### config.mk
export PLATFORM = sky130hd
export DESIGN_NAME = tilemap_sr_array
export DESIGN_NICKNAME = d
export VERILOG_FILES = /design/src/rtl/tilemap_sr_array.sv
export SDC_FILE = /design/constraint.sdc
export NUM_CORES = 1
export LEC_CHECK = 0
export ABC_AREA = 1
export BUFFER_PORTS_ARGS = -buffer_cell sky130_fd_sc_hd__clkbuf_2
export CAP_MARGIN = 25
export CORE_ASPECT_RATIO = 0.6
export CORE_MARGIN = 2
export CORE_UTILIZATION = 40
export CTS_BUF_LIST = sky130_fd_sc_hd__clkbuf_8
export DETAILED_ROUTE_END_ITERATION = 10
export GPL_TIMING_DRIVEN = 0
export SKIP_CTS_REPAIR_TIMING = 1
export SLEW_MARGIN = 30
export SYNTH_ARGS = -nofsm -noshare
export SYNTH_HDL_FRONTEND = slang
export SYNTH_SLANG_ARGS = --single-unit
### constraint.sdc
create_clock -name i_EMU_MCLK -period 1.8 [get_ports i_EMU_MCLK]
set_clock_uncertainty 0.15 [all_clocks]
set_input_delay 0.36 -clock i_EMU_MCLK [delete_from_list [all_inputs] [get_ports i_EMU_MCLK]]
set_output_delay 0.36 -clock i_EMU_MCLK [all_outputs]
set_load 0.01 [all_outputs]
### src/rtl/tilemap_sr_array.sv
// tilemap_sr_array: per-channel tile-line latch, 8-pixel shift register,
// flip tap select and programmable output delay line.
// Optional feature macro: TILEMAP_SR_PRIORITY_MIX_EN adds a registered
// lowest-index-opaque-channel priority mixer (o_MIX_PIXEL / o_MIX_SEL).
module tilemap_sr_array #(
  parameter  int CH        = 2,
  parameter  int BPP       = 4,
  parameter  int DMAX      = 3,
  parameter  int LATCH_PH0 = 7,
  parameter  int PH_STEP   = 4,
  localparam int DW        = $clog2(DMAX + 1)
) (
  input  logic                i_EMU_MCLK,
  input  logic                i_EMU_RST_n,
  input  logic                i_EMU_CLK6MPCEN_n,
  input  logic [2:0]          i_PIXPHASE,
  input  logic [8*BPP-1:0]    i_GFXDATA,
  input  logic [2*CH-1:0]     i_MODE,
  input  logic [CH-1:0]       i_FLIP,
  input  logic [DW*CH-1:0]    i_DLY,
  output logic [BPP*CH-1:0]   o_PIXEL,
  output logic [CH-1:0]       o_TRN_n
`ifdef TILEMAP_SR_PRIORITY_MIX_EN
  ,
  output logic [BPP-1:0]      o_MIX_PIXEL,
  output logic [CH-1:0]       o_MIX_SEL
`endif
);

  typedef logic [BPP-1:0] pix_t;

  // Latch phase of a channel; the 3-bit cast performs the wrap modulo 8.
  function automatic logic [2:0] latch_ph(input int c);
    latch_ph = 3'(LATCH_PH0 + c * PH_STEP);
  endfunction

  logic [8*BPP-1:0] latch_q [CH];
  logic [8*BPP-1:0] latch_d [CH];
  pix_t             sr_q    [CH][8];
  pix_t             sr_d    [CH][8];
  pix_t             dl_q    [CH][DMAX];
  pix_t             dl_d    [CH][DMAX];
  pix_t             tap_s   [CH];
  pix_t             pix_s   [CH];
  logic [DW-1:0]    dsel_s  [CH];

  // Tap select and output delay mux; purely combinational so flip/delay act at once.
  always_comb begin
    o_PIXEL = {(BPP*CH){1'b0}};
    o_TRN_n = {CH{1'b0}};
    for (int c = 0; c < CH; c++) begin
      tap_s[c]  = i_FLIP[c] ? sr_q[c][7] : sr_q[c][0];
      dsel_s[c] = i_DLY[c*DW +: DW];
      if (dsel_s[c] == {DW{1'b0}}) begin
        pix_s[c] = tap_s[c];
      end else if (dsel_s[c] >= DW'(DMAX)) begin
        pix_s[c] = dl_q[c][DMAX-1];
      end else begin
        pix_s[c] = dl_q[c][dsel_s[c] - 1'b1];
      end
      o_PIXEL[c*BPP +: BPP] = pix_s[c];
      o_TRN_n[c]            = |pix_s[c];
    end
  end

  // Next-state for latch, shift register and delay line; everything holds unless enabled.
  always_comb begin
    for (int c = 0; c < CH; c++) begin
      latch_d[c] = latch_q[c];
      sr_d[c]    = sr_q[c];
      dl_d[c]    = dl_q[c];
      if (!i_EMU_CLK6MPCEN_n) begin
        if (i_PIXPHASE == latch_ph(c)) begin
          latch_d[c] = i_GFXDATA;
        end else begin
          latch_d[c] = latch_q[c];
        end
        // Parallel load reads latch_q, so a same-edge strobe loads the older line.
        case (i_MODE[2*c +: 2])
          2'b00: sr_d[c] = sr_q[c];
          2'b01: begin
            for (int n = 7; n > 0; n--) begin
              sr_d[c][n] = sr_q[c][n-1];
            end
            sr_d[c][0] = {BPP{1'b0}};
          end
          2'b10: begin
            for (int n = 0; n < 7; n++) begin
              sr_d[c][n] = sr_q[c][n+1];
            end
            sr_d[c][7] = {BPP{1'b0}};
          end
          2'b11: begin
            for (int n = 0; n < 8; n++) begin
              sr_d[c][n] = latch_q[c][(7-n)*BPP +: BPP];
            end
          end
          default: sr_d[c] = sr_q[c];
        endcase
        dl_d[c][0] = tap_s[c];
        for (int k = 1; k < DMAX; k++) begin
          dl_d[c][k] = dl_q[c][k-1];
        end
      end else begin
        latch_d[c] = latch_q[c];
        sr_d[c]    = sr_q[c];
        dl_d[c]    = dl_q[c];
      end
    end
  end

  // State registers with synchronous active-low clear.
  always_ff @(posedge i_EMU_MCLK) begin
    if (!i_EMU_RST_n) begin
      for (int c = 0; c < CH; c++) begin
        latch_q[c] <= '0;
        for (int n = 0; n < 8; n++) begin
          sr_q[c][n] <= '0;
        end
        for (int k = 0; k < DMAX; k++) begin
          dl_q[c][k] <= '0;
        end
      end
    end else begin
      for (int c = 0; c < CH; c++) begin
        latch_q[c] <= latch_d[c];
        sr_q[c]    <= sr_d[c];
        dl_q[c]    <= dl_d[c];
      end
    end
  end

`ifdef TILEMAP_SR_PRIORITY_MIX_EN
  pix_t          mix_pixel_q;
  pix_t          mix_pixel_d;
  logic [CH-1:0] mix_sel_q;
  logic [CH-1:0] mix_sel_d;

  // Priority mix: scanning from the top down lets the lowest opaque channel win.
  always_comb begin
    mix_pixel_d = mix_pixel_q;
    mix_sel_d   = mix_sel_q;
    if (!i_EMU_CLK6MPCEN_n) begin
      mix_pixel_d = {BPP{1'b0}};
      mix_sel_d   = {CH{1'b0}};
      for (int c = CH - 1; c >= 0; c--) begin
        if (o_TRN_n[c]) begin
          mix_pixel_d = pix_s[c];
          mix_sel_d   = CH'(1'b1) << c;
        end else begin
          mix_pixel_d = mix_pixel_d;
          mix_sel_d   = mix_sel_d;
        end
      end
    end else begin
      mix_pixel_d = mix_pixel_q;
      mix_sel_d   = mix_sel_q;
    end
  end

  // Mix output registers with synchronous active-low clear.
  always_ff @(posedge i_EMU_MCLK) begin
    if (!i_EMU_RST_n) begin
      mix_pixel_q <= '0;
      mix_sel_q   <= '0;
    end else begin
      mix_pixel_q <= mix_pixel_d;
      mix_sel_q   <= mix_sel_d;
    end
  end

  assign o_MIX_PIXEL = mix_pixel_q;
  assign o_MIX_SEL   = mix_sel_q;
`endif

endmodule

# Word level (Yosys, flattened, before mapping)

Memories as Yosys holds them, arrays and structs flattened.
Cells that the tools add are included.
Widths: inputs -> output; s select.

Register bits: 0
Bits in writable memories: 152
Input port bits: 48
Word-level logic and storage cells: 61
Memories: 3

Add/subtract/negate cells: 2
Order comparisons: 4
Equal/unequal tests: 8
Muxes and demuxes: 30
Bitwise gates (word level): 8
Reductions and logical operators: 6

Memories:

| memory  | depth | width | read ports | clocked after memory_dff | wr ports | line | RTL |
|---|---|---|---|---|---|---|---|
| latch_q | 2     | 32    | 2          | 0                        | 2        | 37   | `logic [8*BPP-1:0] latch_q [CH];` |
| sr_q    | 2     | 32    | 2          | 0                        | 2        | 39   | `pix_t sr_q [CH][8];` |
| dl_q    | 2     | 12    | 2          | 0                        | 2        | 41   | `pix_t dl_q [CH][DMAX];` |

Operators with widths:

| kind                | number |
|---|---|
| $mux 32             | 10 |
| $pmux 32 s4         | 2 |
| $mux 12             | 4 |
| $mux 4              | 10 |
| $bmux 4 s2          | 2 |
| $eq 2x2->1 const B  | 4 |
| $logic_not 2->1     | 4 |
| $reduce_or 4->1     | 2 |
| $ge 3x3->1 const B  | 2 |
| $not 2->3           | 2 |
| $or 1x1->1          | 6 |
| $eq 2x1->1 const B  | 2 |
| $ge 2x2->1 const B  | 2 |
| $sub 2x1->2 const B | 2 |
| $eq 3x2->1 const B  | 1 |
| $eq 3x3->1 const B  | 1 |
| $mux 1              | 2 |

# Logic depth before layout (Yosys ltp)

Gate-level depths: netlist of run 1.

Depth after elaboration: 8
Gate-level depth with buffers: 10
Gate-level depth less buffers: 10

# Least setup slack after synthesis of run 1

No wires, ideal clock.

Kind: input-to-output
Start point: input port i_DLY[0]
End point: output port o_TRN_n[0]
Arrival: 1.362 ns
Required time: 1.290 ns
Path slack: -0.072 ns
Stages: 10
Cell sequence: inv_1 -> ha_1 -> inv_1 -> nor2_1 -> nand3_1 -> nand2_1 -> nand2_1 -> nand2_1 -> nor2_1 -> nand2_1

Word-level cells in the longest chain between the ends: 8

RTL lines:

| item                                       | line | RTL |
|---|---|---|
| start, declared                            | 20   | `input logic [DW*CH-1:0] i_DLY,` |
| $sub 2x1->2                                | 59   | `pix_s[c] = dl_q[c][dsel_s[c] - 1'b1];` |
| $not 2->3 (implied by the code)            | 59   |  |
| $bmux 4 s2                                 | 59   |  |
| $mux 4 (implied by the code) (2 in series) | 59   |  |
| $mux 4                                     | 56   | `end else if (dsel_s[c] >= DW'(DMAX)) begin` |
| $mux 4 (*)                                 | 54   | `if (dsel_s[c] == {DW{1'b0}}) begin` |
| via o_PIXEL[0]                             | 21   | `output logic [BPP*CH-1:0] o_PIXEL,` |
| $reduce_or 4->1 (*)                        | 62   | `o_TRN_n[c] = \|pix_s[c];` |
| end, declared                              | 22   | `output logic [CH-1:0] o_TRN_n` |

The timed path passes the listed nets; every way through them passes the cells marked *. The select of a mux whose other input is x is not followed.

# Worst setup path in the final report of run 1

Start point: input port i_DLY[0]
End point: output port o_TRN_n[0]

Word-level cells in the longest chain between the ends: 8

RTL lines:

| item                                       | line |
|---|---|
| $sub 2x1->2                                | 59 |
| $not 2->3 (implied by the code)            | 59 |
| $bmux 4 s2                                 | 59 |
| $mux 4 (implied by the code) (2 in series) | 59 |
| $mux 4                                     | 56 |
| $mux 4 (*)                                 | 54 |
| $reduce_or 4->1 (*)                        | 62 |

Every way passes the cells marked *; elsewhere a longest branch is shown, timed or not. The select of a mux whose other input is x is not followed.

==> metrics list, run 1 <==
- Synthesis-to-layout area growth: 18.00%
- Routability congestion estimate: 0.8785
- Buffers on Ports: 53
* Setup TNS after final layout: -0.9730 ns
- Counting instances, the worst hold path has a depth of 3.
- The die covers 18090 µm².
- Buffer depth of the longest clock path: 2
- The layout has ~1700 filler cells.
- For the worst setup path, the data arrival time is around 1.5 ns.
- Number of nets in the finished design: between 1000 and 1500
- After synthesis, the share of cell area in mux cells is 0%.
- Global-route wire length before repair: approximately 33000 µm
* Max Transition Viols Final: 0
- Portion of synthesized cell area occupied by the leading cell type: roughly 45%
- After synthesis, the mean cell area works out to 7.126 µm².
- 0 antenna diodes ended up in the layout.
- Min-Delay Path Class: primary input to flop
* # rows: 36
- In this run the critical register-to-register path is captured at dl_q[1][9].
- Setup repair after global routing missed its margin: true
* Number of warnings reported in the yosys synthesis log: 0
* Initial cell density of the core: 41.35%
- The synthesized netlist devotes 0% of its cell area to XOR and XNOR gates.
- Simple-gate area share of the yosys netlist: 11.71%
- Hold path start: i_GFXDATA[19]
- Placement-stage worst setup slack: -0.3906 ns
* Number of antenna violations at the first check in global routing: 0
* Clock period minus worst slack: between 1.5 and 2 ns
- Total power consumption of the routed design: 7.222 mW
- The detailed router placed approximately 6900 vias in this run.
- Dominant combinational cell family by area after synthesis: compound AO/OA/AOI/OAI gates
- Clock latency on the worst-skew pair, taken at its later pin, is 0.46 ns.
- Worst Tran Pin Value: between 0.6 and 0.7 ns
- The analysis attributes to cell leakage a power of 2.980 nW.
* CTS H-Tree Depth: 4
* Total CTS buffers: 17
- Cells after Synth: about 950
* Cell count after placement: roughly 1200
* Post-synthesis sequential area ratio: 44.76%
- The floorplan step set the die width to about 170 µm.
* Via density per instance: 5.426
- Worst slew margin: 55.84%
* Endpoint required time on the critical path: roughly 1.3 ns
* Pwr/cell area: approximately 900 nW/µm²
* Area contributors post-synth: dfxtp_1, o21ai_0, inv_1, a21oi_1, nand2_1
- In this run the cell area of the synthesized design comes to between 6000 and 7000 µm².
- Utilization after layout: just under 50%
- Aggregate routed wire length: between 20000 and 25000 µm
* Boundary pin count: between 50 and 60
- Synthesis produced a netlist with a net count of approximately 1000.
- The placed instances occupy a cell area of roughly 7400 µm².
- Min setup slack post-route: -0.1949 ns
- Final instance area: 8021 µm²
- Summing the areas of all compound-gate instances in the mapped netlist gives 29.04% of the synthesized area.
- Sort of element at the start of the critical path: primary input
* Cell type of the slowest stage on the worst timing path: ha_4
- Total overflow reported by the global router: 0
- Detailed placement finished with a half-perimeter wire length of 15930 µm.
- The path with the worst hold slack has its endpoint at latch_q[0][51].
- R2R cell count: 5
* Share of post-route cells with drive strength above 1: between 10% and 20%
- Summed over all instances, the cell type with the most area after synthesis is dfxtp_1.
- Max Cap Viol: 0
* R2R Path Start: sr_q[1][29]
- The via count of the first global-routing pass was about 6000.
- The clock net in this run drives a total of about 150 sinks.
- Static timing analysis puts the maximum clock frequency at ~500 MHz.
* Crit. End Element: output pin
* Crit path largest cell delay: ~0.26 ns
- The count of final hold-check violations came to 0.
* Register-to-Register Setup Slack: approximately 0.61 ns
- Entering global routing, the biggest net connects 17 pins.
- After clock tree synthesis, the clock-pin slew on the worst setup and hold paths is ~0.090 ns.
* Std-Cell Core Area: ~16000 µm²
- The synthesized design contains between 150 and 200 register bits.
- The run finished, with violations left.
- Synthesis instantiated 17 different standard cells from the library.
- After detailed routing, the number of remaining DRC violations is 0.
- Post-Synth Adder-Cell Area: less than 1%
- CTS placed an instance of clkbuf_8 at the clock tree root.
- Most used cell, CP: nand2_2
- Across all hold checks on the routed design, the worst slack comes to about 0.066 ns.
- The first routing iteration left 803 violations.
- The signal on the critical path passes through buf_12, inv_8, ha_4, inv_2, nor2_4, nand3_2, nand2_2, nand2_2, nand2_2, nor2_1, nand2_1, buf_2.
- After detailed routing, the average wire length per cell comes to about 17 µm.
- Most frequent cells in the layout: inv_1, dfxtp_1, o21ai_0
- Number of detailed-route iterations in the first pass: 5
- Share of the clock period used by the worst path after layout: 110.8%
* Crit Path Class: primary input to output pin
* Total global routing track utilization: a little under a quarter
* DIE HEIGHT: around 100 µm
- Most common cell after layout, fill and taps aside: inv_1
* Max IR drop VDD: 444.7 µV
* CP Max Fanout: 6
- Setup violations remaining at the end of the flow were counted as 10.
- Violated checks: negative setup slack
- Antenna-violating nets left: 0
- TritonCTS clock tree: yes
- Excluding fillers, the count of instances in the completed layout stands at 1273.
==> state kept, by name, summed over array words and instances, names as in the netlist <==
| name | cells |
|---|---|
| latch_q | 64 |
| sr_q | 64 |
| dl_q | 24 |
==> metal layers <==
layer  vias up  share of wire (%)  track usage, %
li1       3341                  -               -
met1      3219                 53           39.77
met2       327                 36           28.37
met3        20                 10           6.250
met4         0               0.84           4.862
met5         -                  0               0
==> synthesized netlist by cell type <==
| cell type | number |
|---|---|
| a31oi_1 | 56 |
| a21oi_4 | 2 |
| buf_4 | 1 |
| nand4_2 | 2 |
| nand2_1 | 106 |
| ha_1 | 4 |
| o21ai_0 | 136 |
| buf_2 | 18 |
| inv_1 | 172 |
| nand3_1 | 64 |
| o22ai_1 | 24 |
| inv_2 | 5 |
| clkbuf_1 | 46 |
| o21ai_1 | 48 |
| dfxtp_1 | 152 |
| a21oi_1 | 104 |
| nor2_1 | 14 |
==> critical path, delay by kind of cell <==
kind / cells / cell delay, ns
and+or+nand+nor: 7 / 0.57
adders and majority gates: 1 / 0.26
buffers and inverters: 4 / 0.29
==> power by group <==
group          internal [mW]  switching, mW  total (mW)
clock                   1.09           1.40        2.50
combinational          0.368          0.681        1.05
sequential              3.56          0.121        3.68
total                   5.02           2.20        7.22
==> worst max-delay path by stage <==
stage | startpoint | end | slack [ns]
2_1_floorplan | i_DLY[0] | o_TRN_n[0] | 0.005
5_1_grt | i_DLY[0] | o_TRN_n[0] | -0.27
4_1_cts | i_DLY[0] | o_TRN_n[0] | -0.40
3_5_place_dp | i_DLY[0] | o_TRN_n[0] | -0.39
3_3_place_gp | i_DLY[0] | o_TRN_n[0] | -0.38
6_report | i_DLY[0] | o_TRN_n[0] | -0.19
==> cell families (layout without fill, tap and decap cells) <==
kind of cell / count (synthesis) / after routing
AOI/OAI and AO/OA: 370 / 370
adders and majority gates: 4 / 4
and+or+nand+nor: 186 / 186
buffers and inverters: 242 / 333
DFF: 152 / 152
==> area by class of cell <==
class | count | area [µm²] | area share, %
timing repair buffer | 59 | 371.6 | 4.633
tap | 228 | 285.3 | 3.556
inverter | 177 | 679.4 | 8.470
multi-input combinational | 560 | 2984 | 37.20
sequential | 152 | 3065 | 38.22
clock inverter | 15 | 130.1 | 1.622
clock buffer | 17 | 234.0 | 2.917
buffer | 65 | 271.5 | 3.385
Power figures use the tool's default switching activity.
==> run 2: changes to the inputs <==
clock period = 2.1 ns   (was 1.8 ns; I/O delays follow)
==> metrics list, run 2 (same netlist as run 1, synthesis figures left out) <==
- Total overflow reported by the global router: 0 (unchanged)
- The count of clock tree sinks is 152 (unchanged).
- Register-to-Register Setup Slack: 1.02 ns (+0.41 ns)
* Crit path largest cell delay: 0.27 ns (about the same)
- Total global routing track utilization: 23.34% (-0.29 points)
* Capture point of the worst reg-to-reg path: sr_q[1][18]
* Number of nets in the finished design: 1078 (-0.55%)
- The critical path is of the primary input to output pin type.
* Vias in the first global route: 5945 (-0.72%)
- The flow ran to the end, and the final reports show no timing, DRC or antenna violations.
* Total power consumption of the routed design: 6.621 mW (-8.3%)
- The I/O pin total was 58 (unchanged).
- R2R Path Start: sr_q[1][14]
- Mean routed wirelength per cell: 16.48 µm (-1.3%)
- TritonCTS built the clock tree.
- # rows: 36 (unchanged)
- The number of clock buffers inserted by TritonCTS came to 17 (unchanged).
- Hold path start: i_GFXDATA[31]
* Synthesis-to-layout area growth: 17.21%
- R2R cell count: 4 (-1)
* Max Transition Viols Final: 0 (unchanged)
- The starting density of the core came to 41.35% (unchanged).
- The worst hold path terminates at latch_q[0][63].
- The end-of-flow core utilization is 48.46% (-0.33 points).
- The tree is rooted in a clkbuf_8.
- Share of post-route cells with drive strength above 1: 14.26% (-3.7 points)
* Crit. End Element: output pin
- CTS H-Tree Depth: 4 (unchanged)
- Leaving out fill and tap cells, the most frequent cells in the layout are inv_1, dfxtp_1, o21ai_0.
- The critical path data required time was 1.53 ns (+0.24 ns).
* Buffer depth of the longest clock path: 2 (unchanged)
* DRC viols: 0 (unchanged)
- The clock-pin slew reported for the worst setup and hold paths after clock tree synthesis was 0.08 ns (about the same).
- Cell type of the slowest stage on the worst timing path: ha_4
- Antenna fix cells: 0 (unchanged)
* Worst Tran Pin Value: 0.7156 ns (+0.05320 ns)
* Number of detailed-route iterations in the first pass: 5 (unchanged)
- The width of the chip came to 172.3 µm (unchanged).
* Std-Cell Core Area: 16440 µm² (unchanged)
- The min-delay analysis places its worst path in the category primary input to flop.
* Pwr/cell area: 831.0 nW/µm² (-7.7%)
* Routability congestion estimate: 0.8796 (+0.13%)
- The total wire length was 20860 µm (-1.9%).
- The count of vias placed by the detailed router came to 6703 (-3.0%).
- The first-pass GRT wire length was 32560 µm (-1.4%).
- Share of the clock period used by the worst path after layout: between 90% and 100%
* Worst path cell trace: buf_12, inv_8, ha_4, inv_2, nor2_4, nand3_1, nand2_1, nand2_1, nand2_2, nor2_1, nand2_1, buf_2
* Crit-path leading delay family: simple AND/OR/NAND/NOR gates
- Maximum clock frequency: 478.7 MHz
- The count of final hold-check violations came to 0 (unchanged).
* Largest regs: latch_q x64, sr_q x64, dl_q x24
- Worst slew margin: 52.30% (-3.5 points)
- The max-capacitance violation count was 0 (unchanged).
* Largest net degree at the start of global routing: 17 (unchanged)
* Final instance area: 7968 µm² (-0.67%)
* HPWL reported at the end of detailed placement: 15780 µm (-0.95%)
* Sum of buffers and inverters on the critical path: 4 (unchanged)
- The die area was 18090 µm² (unchanged).
* Final-report setup violation count: 0 (-10)
- Sort of element at the start of the critical path: primary input
* Clock insertion delay at the later pin of the skew report: 0.44 ns (-0.02 ns)
- The die boundary height came to 105.0 µm (unchanged).
- Number of antenna violations at the first check in global routing: 0 (unchanged)
* CP Max Fanout: 6 (unchanged)
* Via density per instance: 5.295 (-2.4%)
- The starting DRC count in detailed routing was 791 (-1.5%).
- Setup repair after global routing could not meet its margin everywhere.
* Area after detailed placement: 7348 µm² (-0.34%)
- Clock period minus worst slack: about 2.1 ns
- Most common cell after layout, fill and taps aside: inv_1
- Endpoint arrival time on the critical path: 1.52 ns (+0.04 ns)
* Most used cell, CP: nand2_1
- The count of port buffers added during placement is 53 (unchanged).
* Antenna-violating nets left: 0 (unchanged)
* Static leakage: 2.978 nW (about the same)
- The post-route setup TNS came to 0 ns (+0.9730 ns).
- The hold path depth was 3 (unchanged).
- The worst-case vdd ir drop was 450.0 µV (+1.2%).
-- run 2: cell count changes in the layout (fill, tap and decap cells not counted), sizes merged --
cell / change
buf: -13
inv: -5
bufinv: +4
clkinv: +1
clkbuf: +9
clkinvlp: -3
-- run 2: layout make-up --
cell class / instances / area [µm²]
Clock buffer: 19 / 261.5
Multi-Input combinational cell: 560 / 2920
Buffer: 65 / 271.5
Fill cell: 1737 / 8473
Timing Repair Buffer: 53 / 302.8
Inverter: 177 / 676.9
Sequential cell: 152 / 3050
Clock inverter: 12 / 198.9
Tap cell: 228 / 285.3
-- run 2: report_power, final --
group | total (mW) | switching, mW | internal [mW]
sequential | 3.15 | 0.102 | 3.04
combinational | 0.858 | 0.566 | 0.293
clock | 2.62 | 1.14 | 1.47
total | 6.62 | 1.81 | 4.81
-- run 2: tightest hold or removal path, delay by kind of cell --
family          cells  cell delay [ns]
compound gates      2             0.17
buf+inv             1             0.08
-- run 2: stage by stage --
stage | hold WS, ns | instances | setup WS, ns
after floorplan | 0.2739 | 954 | 0.1078
after global placement | 0.2867 | 1235 | -0.2545
after detailed placement | 0.2900 | 1235 | -0.2361
after CTS | 0.1050 | 1266 | -0.2409
after global routing | 0.1392 | 1266 | -0.08136
final | 0.1194 | 1266 | 0.01096
-- run 2: worst max-delay path by stage --
stage,from,endpoint,depth (start not counted)
2_1_floorplan,i_DLY[0],o_TRN_n[0],10
3_3_place_gp,i_DLY[0],o_TRN_n[0],12
3_5_place_dp,i_DLY[0],o_TRN_n[0],12
4_1_cts,i_DLY[0],o_TRN_n[0],12
5_1_grt,i_DLY[0],o_TRN_n[0],12
6_report,i_DLY[0],o_TRN_n[0],12
-- run 2: per-layer routing --
layer  vias up  wire length, µm  track usage [%]
met4         0              216            5.282
met1      3095            11500            39.85
met3        19             1896            6.250
li1       3334                -                -
met2       255             7251            26.97
met5         -                0                0
==> run 3: changes to the inputs <==
==> constraint.sdc (replaced) <==
create_clock -name i_EMU_MCLK -period 2.1 [get_ports i_EMU_MCLK]
set_clock_uncertainty 0.15 [all_clocks]
set_input_delay 0.315 -clock i_EMU_MCLK [delete_from_list [all_inputs] [get_ports i_EMU_MCLK]]
set_output_delay 0.315 -clock i_EMU_MCLK [all_outputs]
set_load 0.01 [all_outputs]
==> metrics list, run 3 (same netlist as run 1, synthesis figures left out) <==
- The critical path data required time was 1.63 ns (+0.10 ns).
- The finished layout cell area came to 7871 µm² (-1.2%).
- The area inside the core boundary was 16440 µm² (unchanged).
* Initial cell density of the core: 41.35% (unchanged)
- HPWL reported at the end of detailed placement: 15780 µm (unchanged)
* Endpoint arrival time on the critical path: 1.51 ns (about the same)
- The total iterations of the first detailed-routing run was 5 (unchanged).
- Clock slew at the register clock pins of the worst setup and hold paths: 0.08 ns (about the same)
* Number of standard cells in the layout, taps in and fillers out: 1266 (unchanged)
- Antenna-violating nets left: 0 (unchanged)
- Global-route wire length before repair: 32560 µm (unchanged)
- The transition time of the tightest slew-check pin came to 0.7101 ns (-0.005432 ns).
- The width of the chip is 172.3 µm (unchanged).
* Buffer depth of the longest clock path: 2 (unchanged)
* Worst slew margin: 52.66% (+0.36 points)
- The maximum fanout count along the critical path is 6 (unchanged).
- DRC viols: 0 (unchanged)
- Area after detailed placement: 7348 µm² (unchanged)
- Max IR drop VDD: 442.8 µV (-1.6%)
- The total wire length came to 20850 µm (about the same).
- The starting DRC count in detailed routing came to 776 (-1.9%).
* TritonCTS clock tree: yes
* Most frequent cells in the layout: inv_1, dfxtp_1, o21ai_0
- Clock period minus worst slack: 1.979 ns (-0.1099 ns)
- The met3 track demand over resource in global routing was 6.250% (unchanged).
* Buffers on Ports: 53 (unchanged)
- By instance count, the cell type seen most on the critical path is nand2_1.
- The die boundary height was 105.0 µm (unchanged).
- Clock insertion delay at the later pin of the skew report: 0.45 ns (about the same)
* Cell type of the slowest stage on the worst timing path: ha_4
* Via density per instance: 5.267 (-0.52%)
* Sink Count: 152 (unchanged)
- Met1 layer usage reported by global route: 39.85% (unchanged)
- In the final layout, the registers with the most flip-flops are latch_q x64, sr_q x64, dl_q x24.
* # rows: 36 (unchanged)
- The met2 track demand over resource came to 26.97% (unchanged).
- The leakage power summed over all cells was 2.968 nW (-0.33%).
- Total power consumption of the routed design: 6.585 mW (-0.54%)
- STA classifies the critical path endpoint as an output pin.
- Sort of element at the start of the critical path: primary input
- Largest net degree at the start of global routing: 17 (unchanged)
- Number of nets in the finished design: 1078 (unchanged)
- The I/O pin total was 58 (unchanged).
- The die area came to 18090 µm² (unchanged).
- Routability congestion estimate: 0.8796 (unchanged)
- Final hold violations: 0 (unchanged)
* Worst path cell trace: buf_2, inv_2, ha_4, inv_1, nor2_4, nand3_1, nand2_1, nand2_1, nand2_1, nor2_1, nand2_1, clkbuf_2
- Final-report setup violation count: 0 (unchanged)
* Most common cell after layout, fill and taps aside: inv_1
- Setup repair after global routing missed its margin: false
- Cell count after placement: 1235 (unchanged)
- Synthesis-to-layout area growth: 15.79%
* Share of post-route cells with drive strength above 1: 12.14% (-2.1 points)
* Max Transition Viols Final: 0 (unchanged)
- The longest individual stage delay on the worst path is 0.28 ns (about the same).
- CTS H-Tree Depth: 4 (unchanged)
* Total global routing track utilization: 23.34% (unchanged)
* Sum of buffers and inverters on the critical path: 4 (unchanged)
* Maximum clock frequency: 505.3 MHz (+5.6%)
- The power per cell area is 836.6 nW/µm² (+0.67%).
- The run finished with clean final reports.
- The initial antenna violation count is 0 (unchanged).
* Vias in the first global route: 5945 (unchanged)
- The number of antenna repair diodes came to 0 (unchanged).
- The path class of the tightest hold or removal check is primary input to flop.
- The root buffer cell chosen for the clock tree is clkbuf_8.
* Max Cap Viol: 0 (unchanged)
* Share of the clock period used by the worst path after layout: 94.24% (-5.2 points)
- The cell family contributing the most delay on the critical path is simple AND/OR/NAND/NOR gates.
- Register-to-Register Setup Slack: 1.01 ns (about the same)
- The total congestion overflow after global routing is 0 (unchanged).
* Via count: 6668 (-0.52%)
- The average wire per standard cell is 16.47 µm (about the same).
* Total CTS buffers: 17 (unchanged)
- Crit Path Class: primary input to output pin
- After global routing, the most crowded layer is met1.
==> run 3: cell types whose count changed in the layout (fill, tap and decap cells not counted), sizes merged <==
cell    before  now
buf         25   20
clkbuf     112  117
==> run 3: per-layer routing <==
metal / share of wire, % / wire length [µm]
met5: 0 / 0
met4: 0.96 / 201
met3: 9.1 / 1888
met2: 34 / 7165
met1: 56 / 11600
==> run 3: final timing paths <==
check | from | endpoint | depth (start not counted)
setup / recovery | i_DLY[0] | o_TRN_n[0] | 12
hold / removal | i_GFXDATA[31] | latch_q[0][63] | 3
setup reg to reg | sr_q[1][28] | dl_q[1][8] | 4
hold reg to reg | latch_q[0][62] | latch_q[0][62] | 2
==> run 3: cell type report <==
type,count,area [µm²]
plain buffers,65,270.3
clock buffers,19,261.5
clock inverters,12,198.9
fillers,1748,8569
inverters,177,664.4
multi-input cells,560,2878
flip-flops and latches,152,3048
well taps,228,285.3
repair buffers,53,265.3
==> run 3: report_power, final <==
| part | switching, mW | internal [mW] | total (mW) | leakage (nW) |
|---|---|---|---|---|
| clock network | 1.14 | 1.47 | 2.61 | 0.226 |
| registers | 0.101 | 3.05 | 3.15 | 1.25 |
| logic | 0.556 | 0.273 | 0.829 | 1.49 |
==> run 3: tightest hold or removal path: stages <==
cell and delay [ns]:
clkbuf_2 0.08, o21ai_0 0.07, a21oi_1 0.10
==> run 3: stage by stage <==
stage | setup slack [ns] | TNS [ns] | hold WS [ns] | util [%]
2_1_floorplan | 0.3178 | 0 | 0.2739 | -
3_3_place_gp | -0.04454 | -0.08370 | 0.2867 | 44.70
3_5_place_dp | -0.02614 | -0.03970 | 0.2900 | 44.70
4_1_cts | -0.03091 | -0.05679 | 0.00001871 | 47.50
5_1_grt | 0.006257 | 0 | 0.03420 | 47.88
6_report | 0.1209 | 0 | 0.01115 | 47.88
